$ cat config.mk
export PLATFORM = sky130hd
export DESIGN_NAME = seg_scan
export DESIGN_NICKNAME = d
export VERILOG_FILES = /design/src/rtl/seg_pkg.sv /design/src/rtl/seg7_decode.sv /design/src/rtl/seg_scan.sv
export SDC_FILE = /design/constraint.sdc
export NUM_CORES = 1
export LEC_CHECK = 0
export BUFFER_PORTS_ARGS = -buffer_cell sky130_fd_sc_hd__clkbuf_2
export CAP_MARGIN = 10
export CORE_UTILIZATION = 60
export DETAILED_ROUTE_END_ITERATION = 12
export PLACE_DENSITY = 0.82
export SYNTH_ARGS = -nofsm -noshare
export SYNTH_HDL_FRONTEND = slang
export SYNTH_HIERARCHICAL = 1
export SYNTH_SLANG_ARGS = --single-unit
$ cat constraint.sdc
create_clock -name clk -period 6.01 [get_ports clk]
set_clock_uncertainty 0.15 [all_clocks]
set_input_delay 0.601 -clock clk [delete_from_list [all_inputs] [get_ports clk]]
set_output_delay 0.601 -clock clk [all_outputs]
set_load 0.02 [all_outputs]
$ cat src/rtl/seg_pkg.sv
// Shared constants for the eight-digit multiplexed seven-segment scanner:
// digit geometry, prescaler width and the active-low segment lookup table.
package seg_pkg;

  localparam int DIGITS     = 8;
  localparam int CODE_W     = 4;
  localparam int SEG_W      = 7;
  localparam int PRESCALE_W = 20;

  localparam logic [SEG_W-1:0] SEG_BLANK = 7'h7F;

  // Active-low, bit 6 = A down to bit 0 = G; entries 10..15 are A,b,C,d,E,F.
  localparam logic [SEG_W-1:0] SEG_PATTERNS [16] = '{
    7'b0000001, 7'b1001111, 7'b0010010, 7'b0000110,
    7'b1001100, 7'b0100100, 7'b0100000, 7'b0001111,
    7'b0000000, 7'b0000100, 7'b0001000, 7'b1100000,
    7'b0110001, 7'b1000010, 7'b0110000, 7'b0111000
  };

endpackage

$ cat src/rtl/seg7_decode.sv
// Combinational hex-code to active-low seven-segment pattern lookup.
import seg_pkg::*;

module seg7_decode (
  input  logic [CODE_W-1:0] code,
  output logic [SEG_W-1:0]  seg
);

  assign seg = SEG_PATTERNS[code];

endmodule

$ cat src/rtl/seg_scan.sv
// Eight-digit multiplexed seven-segment scanner with frame-synchronous data update.
// Define SEG_SCAN_LZB_EN to enable leading-zero blanking of digits 7..1.
import seg_pkg::*;

module seg_scan #(
  parameter int DIV = 50000
) (
  input  logic                       clk,
  input  logic                       reset,
  input  logic                       load,
  input  logic [DIGITS*CODE_W-1:0]   digits_in,
  input  logic [DIGITS-1:0]          dp_in,
  output logic [SEG_W-1:0]           seg_n,
  output logic                       dp_n,
  output logic [DIGITS-1:0]          com_n,
  output logic                       scan_tick,
  output logic                       frame_done
);

  localparam logic [PRESCALE_W-1:0] COUNT_MAX = PRESCALE_W'(DIV - 1);

  logic [PRESCALE_W-1:0]      count;
  logic [2:0]                 index;
  logic                       tick;
  logic                       wrap;
  logic [DIGITS*CODE_W-1:0]   pend_digits;
  logic [DIGITS*CODE_W-1:0]   act_digits;
  logic [DIGITS-1:0]          pend_dp;
  logic [DIGITS-1:0]          act_dp;
  logic [CODE_W-1:0]          code;
  logic [SEG_W-1:0]           seg_raw;
  logic [SEG_W-1:0]           seg_next;
  logic                       blank;

  assign tick = (count == COUNT_MAX);
  assign wrap = tick && (index == 3'd7);

  always_ff @(posedge clk or posedge reset) begin
    if (reset) begin
      count <= '0;
      index <= '0;
    end else if (tick) begin
      count <= '0;
      index <= index + 3'd1;
    end else begin
      count <= count + 1'b1;
    end
  end

  // Active data only changes at the frame boundary so a frame never tears.
  always_ff @(posedge clk or posedge reset) begin
    if (reset) begin
      pend_digits <= '0;
      pend_dp     <= '0;
      act_digits  <= '0;
      act_dp      <= '0;
    end else begin
      if (load) begin
        pend_digits <= digits_in;
        pend_dp     <= dp_in;
      end
      if (wrap) begin
        act_digits <= load ? digits_in : pend_digits;
        act_dp     <= load ? dp_in : pend_dp;
      end
    end
  end

  assign code = act_digits[{index, 2'b00} +: CODE_W];

  seg7_decode u_decode (
    .code (code),
    .seg  (seg_raw)
  );

`ifdef SEG_SCAN_LZB_EN
  logic [DIGITS-1:0] lead_zero;

  // A digit is a leading zero when it and every more-significant digit is 0.
  always_comb begin
    lead_zero    = '0;
    lead_zero[7] = (act_digits[31:28] == 4'd0);
    for (int k = 6; k >= 1; k--) begin
      lead_zero[k] = lead_zero[k+1] && (act_digits[k*4 +: 4] == 4'd0);
    end
  end

  assign blank = lead_zero[index];
`else
  assign blank = 1'b0;
`endif

  assign seg_next = blank ? SEG_BLANK : seg_raw;

  always_ff @(posedge clk or posedge reset) begin
    if (reset) begin
      com_n      <= 8'hFF;
      seg_n      <= SEG_BLANK;
      dp_n       <= 1'b1;
      scan_tick  <= 1'b0;
      frame_done <= 1'b0;
    end else begin
      com_n      <= ~(8'd1 << index);
      seg_n      <= seg_next;
      dp_n       <= ~act_dp[index];
      scan_tick  <= tick;
      frame_done <= wrap;
    end
  end

endmodule

==> results.yml <==
routing:
  wl_per_cell_um: 16.6
  drt_iter0_drc: 90
  viasPerCell: 5.51
  drt-total-wl_mm: 8.95
  drt-pass1-iter-count: 4
  drc: 0
  via_count: 2971
  ant_nets: 0
worst_setup_path:
  crit_family: "simple AND/OR/NAND/NOR gates"
  crit_path_frequent_cell: "nand2_1"
  max_stage_delay_ps: 810
  cp.buffers_inverters: 1
  start_kind: "flop"
  critPathKind: "reg -> reg"
  crit_fanout: 13
  path_cells: "mux4_2 > nand2_1 > nand2_1 > inv_1 > ha_1 > and2b_2 > or3b_1 > o21ai_0"
  cpMaxStageDelayCell: "dfrtp_1"
  cp_data_arrival_time_ps: 3210
  cp_data_required_time_ps: 6290
  critPathCaptureType: "flop"
global_route:
  grt_max_degree: 90
  track_usage_pct: 23.1
  grt_pass1_wl_mm: 15.3
  overflow: 0
  grt_pass1_vias: 3061
  antenna_found_initial: 0
floorplanning:
  die_h_um: 94.8
  fp.dieW_um: 94.8
  num_rows: 33
  start_util_pct: 62.6
  io_pins: 61
  core-area_um2: 8260
  die_area_um2: 8990
clock_tree:
  htreeDepth: 4
  cts_root_buf: "clkbuf_8"
  clock-sinks: 121
  insertion_delay_ps: 510
  tritoncts: "yes"
  cts_buffers: 17
  path_clk_slew_ps: 70
  clockBufferDepth: 2
synthesis:
  synth_mux_area_share_pct: 23.9
  synth_top_area_share_pct: 50.8
  synth-adder-area-share_pct: 3.39
  synth_top_cell_by_area: "dfrtp_1"
  synth-xor-area-share_pct: 3.05
  synth.area.top_cells: "dfrtp_1 51%, mux2_2 18%, dfstp_2 8.1%, mux4_2 4.4%, ha_1 3.4%"
  yosysMostFrequentCell: "dfrtp_1"
  synth-simple-area-share_pct: 6.85
  synth_top_family_by_area: "multiplexers"
  ys_ff_latch: 121
  synth-warning-count: 6
  synth_cells: 353
  synthArstFlopShare_pct: 100
  syn_area_um2: 5170
  yosysSeqAreaShare_pct: 59.0
  avgSynthCellArea_um2: 14.6
  synth_compound_area_share_pct: 1.09
  syn-num-nets: 410
  netlist_top_cells_count: "105 x dfrtp_1, 81 x mux2_2, 22 x nand2_1"
  synth_cell_types: 36
  ys.flop_type: "dfrtp_1"
  synth_edf_count: 0
cells_and_area:
  multi_input_area_um2: 1980
  finalNonFillerCells: 539
  final_nets: 478
  area_growth_pct: 18.5
  utilization_pct: 74.1
  seq_area_um2: 3050
  layout-drive-gt1-share_pct: 47.9
  num-fill-cells: 527
  diodes: 0
place:
  gp_congestion: 0.781
  hpwlAfterDp_mm: 5.92
  port-buffer-count: 60
  dpl.cell_count: 506
sta:
  fin_crit_sh_pct: 48.7
  hold_violations: 0
  setup-violations-final: 0
  worst_pin_slew_ps: 1060
  fmax_mhz: 342
  tns_ps: 0
  max_slew_margin_pct: 29.3
  fin_crit_ps: 2930
  rsz0062_at_grt: "false"
  slew_violations: 0
  whs_ps: 185
power_and_ir_drop:
  power.density_nw_per_um2: 315
  irDropWorstVdd_mv: 0.293
  p_leak_uw: 0.00292
run_status:
  status: "completed"
hold_path:
  hold_path.class: "in -> reg"
job:
  cap_violations: 0
[where the power goes]
part | internal (uW) | switching, uW | total (uW) | leakage, uW
sequential | 842 | 6.72 | 849 | 0.00153
clock | 606 | 402 | 1010 | 0.000285
combinational | 35.4 | 38.9 | 74.3 | 0.00110
[area by class of cell]
| cell class | instances | area share [%] |
|---|---|---|
| repair buffers | 63 | 5.31 |
| flip-flops and latches | 121 | 49.8 |
| multi-input cells | 206 | 32.3 |
| clock inverters | 15 | 2.88 |
| clock buffers | 17 | 6.77 |
| well taps | 105 | 2.15 |
| inverters | 12 | 0.777 |
[cells in the final DEF, fill, tap and decap left out, types with 2 or more instances in the layout]
| master | n |
|---|---|
| bufinv_16 | 2 |
| clkinvlp_4 | 2 |
| inv_1 | 10 |
| dfrtp_1 | 105 |
| nand3_1 | 8 |
| inv_6 | 8 |
| xnor2_1 | 13 |
| a21oi_1 | 2 |
| clkbuf_16 | 16 |
| mux2i_1 | 6 |
| and3_1 | 6 |
| nor2_1 | 16 |
| nand2_1 | 22 |
| nor4_1 | 3 |
| inv_8 | 2 |
| nand4_1 | 4 |
| ha_1 | 14 |
| mux2_2 | 81 |
| xor2_1 | 5 |
| dfstp_2 | 16 |
| mux4_2 | 10 |
| o21ai_0 | 2 |
| clkbuf_2 | 60 |
| a22o_1 | 2 |
| buf_4 | 2 |
[per-layer routing]
metal  global-route usage, %  vias to the layer above  wire [um]  part of all wire [%]
met5                       0                        -          0                     0
met4                    7.32                        0         98                   1.1
met3                    6.36                       14        422                   4.7
met2                    35.9                       77       4320                    48
met1                    31.7                     1506       4100                    46
li1                        -                     1374          -                     -
[what timing repair did]
item / CTS / global route
setup buffers: 0 / 0
gates resized for setup: 0 / 0
endpoints found under the hold margin: 31 / 0
hold buffers: 1 / 0
[registers in the layout, summed over array words and instances, names as in the netlist]
register	flops
act_digits	32
act_dp	8
com_n	8
count	20
dp_n	1
frame_done	1
index	3
pend_digits	32
pend_dp	8
scan_tick	1
seg_n	7
[path summary, 6_finish.rpt]
kind / from / to / slack [ps] / cells past startpoint
worst max-delay path: index[0] / seg_n[6] / 3080 / 8
worst min-delay path: digits_in[10] / pend_digits[10] / 180 / 2
worst max register to register: index[0] / seg_n[6] / 3080 / 8
worst min register to register: count[19] / count[19] / 330 / 1
max in group asynchronous: reset / count[15] / 3840 / 4
min in group asynchronous: reset / pend_digits[25] / 470 / 3
[cell families after synthesis]
group                      count (synthesis)
DFF                                      121
buffers and inverters                     26
AOI/OAI and AO/OA                          8
adders and majority gates                 14
muxes                                     99
xor gates and xnor gates                  18
and+or+nand+nor                           67
[per-stage QoR]
stage	cell area (um2)	total power, uW	setup WS (ps)
final	6120	1930	3080
after global routing	6120	2000	2850
after CTS	6120	1940	3060
after detailed placement	5520	938	3100
after global placement	5520	935	3250
after floorplan	5170	909	2070
No activity file was read; power rests on OpenSTA's default activity.
